`src/rtl/bf16_to_bcd_disp_pkg.sv`:
```
// Shared constants, FSM encoding and the BCD digit-adjust helper for the
// BF16-to-decimal display converter.
package bf16_to_bcd_disp_pkg;

   localparam int BF16_SIGN_W   = 1;
   localparam int BF16_EXP_W    = 8;
   localparam int BF16_FRAC_W   = 7;
   localparam int BF16_EXP_BIAS = 127;
   localparam int DISP_DIGITS   = 4;
   localparam int NBITS         = 24;

   localparam logic [9:0]       DISP_SCALE = 10'd1000;
   localparam logic [7:0]       OVF_EXP    = 8'd141;
   // Exponent at which m*SCALE already carries the right weight (bias + fraction bits).
   localparam logic [7:0]       UNITY_EXP  = 8'(BF16_EXP_BIAS + BF16_FRAC_W);
   localparam logic [NBITS-1:0] N_OVF      = 24'd10_000_000;

   typedef enum logic [2:0] {
      S_IDLE   = 3'd0,
      S_DECODE = 3'd1,
      S_BCD    = 3'd2,
      S_SELECT = 3'd3,
      S_FINISH = 3'd4
   } state_t;

   function automatic logic [31:0] bcd_adjust(input logic [31:0] bcd);
      logic [31:0] res;
      res = bcd;
      for (int i = 0; i < 8; i++) begin
         if (bcd[4*i +: 4] >= 4'd5) begin
            res[4*i +: 4] = bcd[4*i +: 4] + 4'd3;
         end else begin
            res[4*i +: 4] = bcd[4*i +: 4];
         end
      end
      return res;
   endfunction

endpackage

```
`src/rtl/bf16_to_bcd_disp_bin_to_bcd.sv`:
```
// Sequential 24-bit double-dabble: one shift-add-3 step per cycle, 24 cycles.
// o_done marks the cycle whose clock edge completes the last shift.
module bf16_to_bcd_disp_bin_to_bcd
   import bf16_to_bcd_disp_pkg::*;
(
   input  logic             clk,
   input  logic             rst_n,
   input  logic             i_start,
   input  logic [NBITS-1:0] i_bin,
   output logic [31:0]      o_bcd,
   output logic             o_done
);

   localparam logic [4:0] LAST_CNT = 5'(NBITS - 1);

   logic [NBITS-1:0] r_bin;
   logic [31:0]      r_bcd;
   logic [4:0]       r_cnt;
   logic             r_busy;
   logic [31:0]      w_adj;

   assign w_adj  = bcd_adjust(r_bcd);
   assign o_bcd  = r_bcd;
   assign o_done = r_busy && (r_cnt == LAST_CNT);

   // Load on start, then shift one binary bit into the adjusted BCD word per cycle.
   always_ff @(posedge clk or negedge rst_n) begin
      if (!rst_n) begin
         r_bin  <= '0;
         r_bcd  <= '0;
         r_cnt  <= 5'd0;
         r_busy <= 1'b0;
      end else if (r_busy) begin
         {r_bcd, r_bin} <= {w_adj, r_bin} << 1;
         r_cnt          <= r_cnt + 5'd1;
         r_busy         <= (r_cnt != LAST_CNT);
      end else if (i_start) begin
         r_bin  <= i_bin;
         r_bcd  <= '0;
         r_cnt  <= 5'd0;
         r_busy <= 1'b1;
      end else begin
         r_busy <= 1'b0;
      end
   end

endmodule

```
`src/rtl/bf16_to_bcd_disp.sv`:
```
// BF16 result -> 4-digit BCD display word with decimal point, sign, NaN and
// overflow flags. Decode/scale, 24-cycle double-dabble, then digit-window select.
module bf16_to_bcd_disp
   import bf16_to_bcd_disp_pkg::*;
(
   input  logic                       clk,
   input  logic                       rst_n,
   input  logic                       i_start,
   input  logic [15:0]                i_bf16_in,
   input  logic                       i_err_in,
   output logic [4*DISP_DIGITS-1:0]   o_digits,
   output logic [1:0]                 o_frac_digits,
   output logic                       o_neg,
   output logic                       o_nan,
   output logic                       o_ovf,
   output logic                       o_busy,
   output logic                       o_done
);

   state_t r_state, w_state_nxt;

   logic [15:0]      r_bf16,       w_bf16_nxt;
   logic             r_err,        w_err_nxt;
   logic [NBITS-1:0] r_n,          w_n_nxt;
   logic [15:0]      r_res_digits, w_res_digits_nxt;
   logic [1:0]       r_res_frac,   w_res_frac_nxt;
   logic             r_res_neg,    w_res_neg_nxt;
   logic             r_res_nan,    w_res_nan_nxt;
   logic             r_res_ovf,    w_res_ovf_nxt;
   logic [15:0]      r_digits,     w_digits_nxt;
   logic [1:0]       r_frac,       w_frac_nxt;
   logic             r_neg,        w_neg_nxt;
   logic             r_nan,        w_nan_nxt;
   logic             r_ovf,        w_ovf_nxt;
   logic             r_busy,       w_busy_nxt;
   logic             r_done,       w_done_nxt;

   logic [BF16_EXP_W-1:0]  w_exp;
   logic [BF16_FRAC_W-1:0] w_frac;
   logic [7:0]             w_mant;
   logic                   w_sign;
   logic                   w_is_nan;
   logic                   w_is_ovf;
   logic [NBITS-1:0]       w_p;
   logic [7:0]             w_rsh;
   logic [NBITS-1:0]       w_round;
   logic [NBITS-1:0]       w_n_dec;
   logic                   w_bcd_start;
   logic                   w_bcd_done;
   logic [31:0]            w_bcd;

   assign w_sign   = r_bf16[15 -: BF16_SIGN_W];
   assign w_exp    = r_bf16[14:7];
   assign w_frac   = r_bf16[6:0];
   assign w_mant   = {1'b1, w_frac};
   assign w_is_nan = r_err || ((w_exp == 8'hFF) && (w_frac != 7'd0));
   assign w_is_ovf = (w_exp >= OVF_EXP);
   assign w_p      = 24'(w_mant) * 24'(DISP_SCALE);
   assign w_rsh    = UNITY_EXP - w_exp;

   // Scaled integer N = round(|x| * 1000), half rounded up on right shifts.
   always_comb begin
      w_n_dec = '0;
      w_round = '0;
      if (w_exp == 8'd0) begin
         w_n_dec = '0;
      end else if (w_exp >= UNITY_EXP) begin
         w_n_dec = w_p << (w_exp - UNITY_EXP);
      end else if (w_rsh <= 8'd18) begin
         w_round = 24'd1 << (w_rsh - 8'd1);
         w_n_dec = (w_p + w_round) >> w_rsh;
      end else begin
         w_n_dec = '0;
      end
   end

   bf16_to_bcd_disp_bin_to_bcd u_bin_to_bcd (
      .clk     (clk),
      .rst_n   (rst_n),
      .i_start (w_bcd_start),
      .i_bin   (w_n_dec),
      .o_bcd   (w_bcd),
      .o_done  (w_bcd_done)
   );

   // Next-state, result staging and output-register logic.
   always_comb begin
      w_state_nxt      = r_state;
      w_bf16_nxt       = r_bf16;
      w_err_nxt        = r_err;
      w_n_nxt          = r_n;
      w_res_digits_nxt = r_res_digits;
      w_res_frac_nxt   = r_res_frac;
      w_res_neg_nxt    = r_res_neg;
      w_res_nan_nxt    = r_res_nan;
      w_res_ovf_nxt    = r_res_ovf;
      w_digits_nxt     = r_digits;
      w_frac_nxt       = r_frac;
      w_neg_nxt        = r_neg;
      w_nan_nxt        = r_nan;
      w_ovf_nxt        = r_ovf;
      w_busy_nxt       = r_busy;
      w_done_nxt       = 1'b0;
      w_bcd_start      = 1'b0;
      case (r_state)
         S_IDLE: begin
            if (i_start) begin
               w_bf16_nxt  = i_bf16_in;
               w_err_nxt   = i_err_in;
               w_busy_nxt  = 1'b1;
               w_state_nxt = S_DECODE;
            end else begin
               w_busy_nxt  = 1'b0;
            end
         end
         S_DECODE: begin
            w_res_digits_nxt = 16'd0;
            w_res_frac_nxt   = 2'd0;
            w_res_neg_nxt    = 1'b0;
            if (w_is_nan) begin
               w_res_nan_nxt = 1'b1;
               w_res_ovf_nxt = 1'b0;
               w_state_nxt   = S_FINISH;
            end else if (w_is_ovf) begin
               w_res_nan_nxt = 1'b0;
               w_res_ovf_nxt = 1'b1;
               w_state_nxt   = S_FINISH;
            end else begin
               w_n_nxt     = w_n_dec;
               w_bcd_start = 1'b1;
               w_state_nxt = S_BCD;
            end
         end
         S_BCD: begin
            if (w_bcd_done) begin
               if (r_n >= N_OVF) begin
                  w_res_digits_nxt = 16'd0;
                  w_res_frac_nxt   = 2'd0;
                  w_res_neg_nxt    = 1'b0;
                  w_res_nan_nxt    = 1'b0;
                  w_res_ovf_nxt    = 1'b1;
                  w_state_nxt      = S_FINISH;
               end else begin
                  w_state_nxt      = S_SELECT;
               end
            end else begin
               w_state_nxt = S_BCD;
            end
         end
         S_SELECT: begin
            // Window starts at the highest nonzero digit among D6..D4, else D3.
            if (w_bcd[27:24] != 4'd0) begin
               w_res_digits_nxt = w_bcd[27:12];
               w_res_frac_nxt   = 2'd0;
            end else if (w_bcd[23:20] != 4'd0) begin
               w_res_digits_nxt = w_bcd[23:8];
               w_res_frac_nxt   = 2'd1;
            end else if (w_bcd[19:16] != 4'd0) begin
               w_res_digits_nxt = w_bcd[19:4];
               w_res_frac_nxt   = 2'd2;
            end else begin
               w_res_digits_nxt = w_bcd[15:0];
               w_res_frac_nxt   = 2'd3;
            end
            w_res_neg_nxt = w_sign && (w_bcd != 32'd0);
            w_res_nan_nxt = 1'b0;
            w_res_ovf_nxt = 1'b0;
            w_state_nxt   = S_FINISH;
         end
         S_FINISH: begin
            w_digits_nxt = r_res_digits;
            w_frac_nxt   = r_res_frac;
            w_neg_nxt    = r_res_neg;
            w_nan_nxt    = r_res_nan;
            w_ovf_nxt    = r_res_ovf;
            w_done_nxt   = 1'b1;
            w_busy_nxt   = 1'b0;
            w_state_nxt  = S_IDLE;
         end
         default: begin
            w_busy_nxt  = 1'b0;
            w_state_nxt = S_IDLE;
         end
      endcase
   end

   // FSM state register.
   always_ff @(posedge clk or negedge rst_n) begin
      if (!rst_n) begin
         r_state <= S_IDLE;
      end else begin
         r_state <= w_state_nxt;
      end
   end

   // Datapath, staging and output registers.
   always_ff @(posedge clk or negedge rst_n) begin
      if (!rst_n) begin
         r_bf16       <= 16'd0;
         r_err        <= 1'b0;
         r_n          <= '0;
         r_res_digits <= 16'd0;
         r_res_frac   <= 2'd0;
         r_res_neg    <= 1'b0;
         r_res_nan    <= 1'b0;
         r_res_ovf    <= 1'b0;
         r_digits     <= 16'd0;
         r_frac       <= 2'd0;
         r_neg        <= 1'b0;
         r_nan        <= 1'b0;
         r_ovf        <= 1'b0;
         r_busy       <= 1'b0;
         r_done       <= 1'b0;
      end else begin
         r_bf16       <= w_bf16_nxt;
         r_err        <= w_err_nxt;
         r_n          <= w_n_nxt;
         r_res_digits <= w_res_digits_nxt;
         r_res_frac   <= w_res_frac_nxt;
         r_res_neg    <= w_res_neg_nxt;
         r_res_nan    <= w_res_nan_nxt;
         r_res_ovf    <= w_res_ovf_nxt;
         r_digits     <= w_digits_nxt;
         r_frac       <= w_frac_nxt;
         r_neg        <= w_neg_nxt;
         r_nan        <= w_nan_nxt;
         r_ovf        <= w_ovf_nxt;
         r_busy       <= w_busy_nxt;
         r_done       <= w_done_nxt;
      end
   end

   assign o_digits      = r_digits;
   assign o_frac_digits = r_frac;
   assign o_neg         = r_neg;
   assign o_nan         = r_nan;
   assign o_ovf         = r_ovf;
   assign o_busy        = r_busy;
   assign o_done        = r_done;

endmodule

```
`config.mk`:
```
export PLATFORM = sky130hd
export DESIGN_NAME = bf16_to_bcd_disp
export DESIGN_NICKNAME = d
export VERILOG_FILES = /design/src/rtl/bf16_to_bcd_disp_pkg.sv /design/src/rtl/bf16_to_bcd_disp_bin_to_bcd.sv /design/src/rtl/bf16_to_bcd_disp.sv
export SDC_FILE = /design/constraint.sdc
export NUM_CORES = 1
export LEC_CHECK = 0
export CAP_MARGIN = 15
export CORE_UTILIZATION = 55
export CTS_CLUSTER_SIZE = 14
export DETAILED_ROUTE_END_ITERATION = 12
export MAX_ROUTING_LAYER = met4
export PLACE_DENSITY = 0.81
export SLEW_MARGIN = 25
export SYNTH_ARGS = -nofsm -noshare
export SYNTH_HDL_FRONTEND = slang
export SYNTH_SLANG_ARGS = --single-unit
export TNS_END_PERCENT = 50
```
`constraint.sdc`:
```
create_clock -name clk -period 6.75 [get_ports clk]
set_input_delay 1.35 -clock clk [delete_from_list [all_inputs] [get_ports clk]]
set_output_delay 1.35 -clock clk [all_outputs]
set_load 0.02 [all_outputs]
```
# Word level (Yosys, flattened, before mapping)

Index checks and enable logic that the tools add are counted.

Register bits after elaboration: 150
Latch bits: 0
RAM bits: 0
Memory bits (read-only): 0
Bits of input ports: 20
Output and inout bits: 23
Word-level logic and storage cells: 134
Memories: 0

Add/sub/neg operators: 13
$mul: 1
Divide/modulo/power cells: 0
Order comparisons: 12
Equality and inequality tests: 11
Shifts and indexed selects: 3
Multiplexer cells: 54
Bitwise operators: 2
Reduce and logical (&&, ||, !) cells: 18

Operators with widths:

| cell                   | count |
|---|---|
| $mux W24               | 5 |
| $mux W16               | 5 |
| $mux W32               | 2 |
| $pmux W16 S3           | 1 |
| $ge A4 B3 Y1 const B   | 8 |
| $reduce_bool A32 Y1    | 1 |
| $add A4 B2 Y4 const B  | 7 |
| $mux W4                | 7 |
| $add A18 B24 Y24       | 1 |
| $ge A24 B24 Y1 const B | 1 |
| $shl A1 B8 Y24 const A | 1 |
| $shl A18 B8 Y24        | 1 |
| $shr A24 B8 Y24        | 1 |
| $mux W3                | 6 |
| $ge A8 B8 Y1 const B   | 2 |
| $mux W1                | 16 |
| $mul A8 B7 Y15 const B | 1 |
| $pmux W3 S4            | 1 |
| $reduce_bool A4 Y1     | 3 |
| $mux W5                | 2 |
| $pmux W1 S3            | 3 |
| $eq A8 B8 Y1 const B   | 1 |
| $le A8 B5 Y1 const B   | 1 |
| $logic_not A8 Y1       | 1 |
| 27 further kinds       | 36 |

# Logic depth before layout (Yosys ltp)

Gate-level depths: netlist of run 1.

Depth in word-level cells: 10
Mapped depth: 27
Depth with buffers taken out: 24

# Cells and area by module

Synthesis of run 1 repeated with hierarchy kept, for this count alone.

Cells, all modules: 1465
Area total of the unflattened synthesis: 12612.1 µm²

Modules (own cells, without submodules):

| module                      | instances | cells each | area an instance (µm²) | seq. area each (µm²) |
|---|---|---|---|---|
| bf16_to_bcd_disp            | 1         | 1100       | 9037.4                 | 2026.9 |
| bf16_to_bcd_disp_bin_to_bcd | 1         | 365        | 3574.7                 | 1551.5 |

# Worst setup path before layout of run 1

Ideal clock, no wire load.

Path type: reg2reg
Start: register r_bf16[1]
End: register r_n[9]
Library setup time: 0.136 ns
Data arrival time: 6.321 ns
Data required time: 6.614 ns
Path slack: 0.293 ns
Stages on the path, launching flop included: 25
Buffers on the path: 1
Clock period less this slack: 6.457 ns
Path through: dfrtp_1 > inv_1 > fa_1 > inv_1 > fa_1 > inv_1 > fa_1 > ha_1 > inv_1 > ha_1 > a21oi_1 > nand2_1 > o2111a_1 > nor3_1 > inv_1 > ha_1 > clkbuf_1 > a21o_1 > o41a_1 > or3_1 > a31o_2 > or2_2 > a32o_1 > a221oi_1 > o21ai_0

Cells in the longest elaborated chain, start to end: 6
Elaborated cells on any way between the ends: 12
Those cells by class: add/sub (1); mul (1); shift (2); mux (3); bitwise (1); reduce/logical (4)

RTL lines:

| what                   | RTL line                | text |
|---|---|---|
| start, declared        | bf16_to_bcd_disp.sv:22  | `logic [15:0] r_bf16, w_bf16_nxt;` |
| start signal, assigned | bf16_to_bcd_disp.sv:215 | `r_bf16 <= w_bf16_nxt;` |
| $mul A8 B7 Y15         | bf16_to_bcd_disp.sv:58  | `assign w_p = 24'(w_mant) * 24'(DISP_SCALE);` |
| $add A18 B24 Y24       | bf16_to_bcd_disp.sv:71  | `w_n_dec = (w_p + w_round) >> w_rsh;` |
| $shr A24 B8 Y24        | bf16_to_bcd_disp.sv:71  |  |
| $mux W24               | bf16_to_bcd_disp.sv:69  | `end else if (w_rsh <= 8'd18) begin` |
| $mux W24               | bf16_to_bcd_disp.sv:67  | `end else if (w_exp >= UNITY_EXP) begin` |
| $mux W24               | bf16_to_bcd_disp.sv:65  | `if (w_exp == 8'd0) begin` |
| end signal, assigned   | bf16_to_bcd_disp.sv:217 | `r_n <= w_n_nxt;` |
| end, declared          | bf16_to_bcd_disp.sv:24  | `logic [NBITS-1:0] r_n, w_n_nxt;` |

Several ways; a longest one is shown, not always the timed one.
A chain may end at the register's enable or synchronous reset.

# Final worst setup path of run 1

Start: register r_bf16[0]
End: register u_bin_to_bcd.r_bin[7]

Cells in the longest elaborated chain, start to end: 8
Elaborated cells on any way between the ends: 15
Those cells by class: add/sub (1); mul (1); shift (2); mux (7); reduce/logical (4)

RTL lines:

| what                 | RTL line                          | text |
|---|---|---|
| $mul A8 B7 Y15       | bf16_to_bcd_disp.sv:58            |  |
| $add A18 B24 Y24     | bf16_to_bcd_disp.sv:71            |  |
| $shr A24 B8 Y24      | bf16_to_bcd_disp.sv:71            |  |
| $mux W24             | bf16_to_bcd_disp.sv:69            |  |
| $mux W24             | bf16_to_bcd_disp.sv:67            |  |
| $mux W24             | bf16_to_bcd_disp.sv:65            |  |
| $mux W24             | bf16_to_bcd_disp_bin_to_bcd.sv:37 | `end else if (i_start) begin` |
| $mux W24             | bf16_to_bcd_disp_bin_to_bcd.sv:33 | `end else if (r_busy) begin` |
| end signal, assigned | bf16_to_bcd_disp_bin_to_bcd.sv:34 | `{r_bcd, r_bin} <= {w_adj, r_bin} << 1;` |
| end signal, assigned | bf16_to_bcd_disp_bin_to_bcd.sv:38 | `r_bin <= i_bin;` |
| end, declared        | bf16_to_bcd_disp_bin_to_bcd.sv:16 | `logic [NBITS-1:0] r_bin;` |

Several ways; a longest one is shown, not always the timed one. The select of a mux whose other input is x is not followed.

==> impl_metrics.env, run 1 <==
export IMPL_status="finished, final reports clean"
export IMPL_clock_skew_ns=0.0137
export IMPL_gp_congestion=0.995
export IMPL_grt_overflow=0
export IMPL_antenna_found_initial=0
export IMPL_syn_nets=1617
export IMPL_die_h_microns=151
export IMPL_start_util_pct=56.1
export IMPL_antenna_left=0
export IMPL_worst_ep_required_time_ns=7.03
export IMPL_synth_async_sr_flop_share_pct=100
export IMPL_viasPerCell=6.55
export IMPL_finalWorstSetupSlack_ns=0.229
export IMPL_drive_gt1_share_pct=12.6
export IMPL_avgRoutedWirePerCell_microns=20.0
export IMPL_start_kind="flip-flop"
export IMPL_yosys_warnings=0
export IMPL_grt_pass1_wl_microns=57300
export IMPL_synth_seq_area_share_pct=29.2
export IMPL_min_period_over_period_pct=96.6
export IMPL_cap_violations=0
export IMPL_cp_data_arrival_time_ns=6.80
export IMPL_rows=54
export IMPL_drc=0
export IMPL_setup_violations=0
export IMPL_synth_cell_types=83
export IMPL_final_hold_viol_count=0
export IMPL_pin_count=43
export IMPL_clkSlewWorstSetupHoldPaths_ns=0.07
export IMPL_place_ws_ns=-0.0844
export IMPL_fin_nets=1628
export IMPL_layout_common_cells="182 x nand2_1, 140 x dfrtp_1, 113 x o21ai_0"
export IMPL_worstSkewPairLatency_ns=0.43
export IMPL_dr_pass1_iters=7
export IMPL_nFillCells=1813
export IMPL_netlist_instances=1492
export IMPL_critPathKind="reg2reg"
export IMPL_routed_wl_microns=35900
export IMPL_htreeDepth=4
export IMPL_end_kind="flip-flop"
export IMPL_dp_hpwl_microns=26100
export IMPL_coreArea_sq_mm=0.0218
export IMPL_vias=11800
export IMPL_grt_pass1_vias=10700
export IMPL_numCtsBuffers=17
export IMPL_multi_input_area_sq_mm=0.00825
export IMPL_synth_seq_cells=143
export IMPL_cts_buffer_depth=2
export IMPL_syn_area_sq_mm=0.0123
export IMPL_hold_buffers=0
export IMPL_slew_violations=0
export IMPL_cts_num_sinks=143
export IMPL_die_w_microns=151
export IMPL_min_period_ns=6.52
export IMPL_cts_tree="yes"
export IMPL_die_area_sq_mm=0.0229
export IMPL_seq_area_sq_mm=0.00358
export IMPL_slew_headroom_pct=35.5
export IMPL_grt_max_degree=79
export IMPL_fmax_mhz=153
export IMPL_path_max_fanout=6
export IMPL_mostFrequentLayoutCell="nand2_1"
export IMPL_io_buffers=42
export IMPL_syn_area_per_cell_sq_um=8.21
export IMPL_worst_pin_slew_ns=0.965
export IMPL_clockRootBuffer="clkbuf_16"
export IMPL_num_antenna_cells=0
export IMPL_drt_iter0_drc=1063
export IMPL_syn_to_final_growth_pct=13.2
export IMPL_synth_edf_count=0
export IMPL_grt_usage_pct=33.0
export IMPL_synth_main_ff_cell="dfrtp_1"
export IMPL_hold_path_class="reg2reg"
export IMPL_hold_ws_ns=0.476
[Yosys cell counts (19+ instances only)]
master | number | area, sq um
a211oi_1 | 36 | 270
clkbuf_1 | 79 | 297
fa_1 | 20 | 400
nand2_1 | 184 | 691
mux2_2 | 34 | 383
inv_1 | 74 | 278
o21ai_0 | 116 | 581
nor2_1 | 102 | 383
ha_1 | 85 | 1060
o211ai_1 | 25 | 188
mux2i_1 | 20 | 200
dfrtp_1 | 143 | 3580
nor3_1 | 45 | 225
a21oi_1 | 98 | 490
nand2b_1 | 19 | 119
a31oi_1 | 21 | 131
xnor2_1 | 20 | 175
nand3_1 | 33 | 165
[area by class of cell]
| class | count | share of cell area (%) |
|---|---|---|
| Multi-Input combinational cell | 1174 | 59.5 |
| Tap cell | 280 | 2.53 |
| Clock buffer | 17 | 3.07 |
| Clock inverter | 15 | 1.38 |
| Inverter | 77 | 2.08 |
| Timing Repair Buffer | 90 | 5.64 |
| Sequential cell | 143 | 25.8 |
[registers in the layout (all words and copies together), names as in the netlist]
name	flops
r_bf16	16
r_n	17
o_neg	1
r_res_neg	1
o_busy	1
r_state	3
r_res_frac	2
u_bin_to_bcd.r_bin	24
u_bin_to_bcd.r_busy	1
r_res_nan	1
o_ovf	1
u_bin_to_bcd.o_bcd	32
r_res_ovf	1
o_nan	1
o_digits	16
o_done	1
r_res_digits	16
u_bin_to_bcd.r_cnt	5
o_frac_digits	2
r_err	1
[repair_timing]
| action | in CTS | in global routing |
|---|---|---|
| pin swaps | 0 | 5 |
| setup endpoints to repair | 3 | 31 |
| gates resized for setup | 4 | 46 |
| setup buffers | 0 | 1 |
[stage by stage]
step / TNS (ns) / utilization, % / cells / instance area (sq um)
floorplan: 0 / - / 1492 / 12300
global placement: 0 / 59.6 / 1763 / 13000
detailed placement: -0.160 / 59.6 / 1763 / 13000
CTS: 0 / 62.5 / 1795 / 13600
global route: -0.0388 / 63.6 / 1796 / 13900
finish: 0 / 63.6 / 1796 / 13900
[critical path: stages, from the launching register on]
cell,delay (ns)
dfrtp_2,0.45
fa_1,0.58
inv_1,0.06
fa_1,0.55
fa_1,0.46
fa_1,0.41
inv_1,0.07
ha_2,0.31
a21oi_2,0.19
nand2_2,0.14
or3_4,0.41
nand2_2,0.12
inv_1,0.05
ha_1,0.28
or4_1,0.55
o31ai_1,0.10
a211o_1,0.22
nor2_1,0.05
mux4_2,0.52
a221o_1,0.37
a21oi_1,0.23
a311oi_2,0.08
a2bb2oi_1,0.17
[worst paths after layout]
| check | from | endpoint | slack (ns) | cells past startpoint |
|---|---|---|---|---|
| setup / recovery | r_bf16[0] | u_bin_to_bcd.r_bin[7] | 0.23 | 22 |
| hold / removal | r_n[22] | r_n[22] | 0.48 | 2 |
| setup reg to reg | r_bf16[0] | u_bin_to_bcd.r_bin[7] | 0.23 | 22 |
| hold reg to reg | r_n[22] | r_n[22] | 0.48 | 2 |
| max in group asynchronous | rst_n | u_bin_to_bcd.r_busy | 4.38 | 2 |
| min in group asynchronous | rst_n | r_bf16[1] | 0.93 | 1 |
[layer usage]
layer,wire [microns],track usage (%)
met5,0,-
met4,1160,11.9
met3,2780,5.45
met2,16300,49.2
met1,15700,45.0
[kinds of logic (layout without fill, tap and decap cells)]
group           Yosys count  after routing  share of synthesized area (%)
simple gates            502            502                           19.5
fa+ha+maj               105            105                           11.9
flops                   143            143                           29.2
compound gates          475            475                           26.1
xor+xnor                 35             35                           2.50
mux                      57             57                           5.31
buf+inv                 175            199                           5.47
Power of run 1 is left out: the tool's default activity adds up to more than one toggle a clock period on the data nets, which glitch-free logic cannot reach.
==> inputs of run 2 (changes only) <==
CTS_BUF_LIST = sky130_fd_sc_hd__clkbuf_16   (was not set)
==> results of run 2 <==
The final DEF is identical to that of run 1; final timing and power are the same.
Power of run 2 is left out for the same reason.
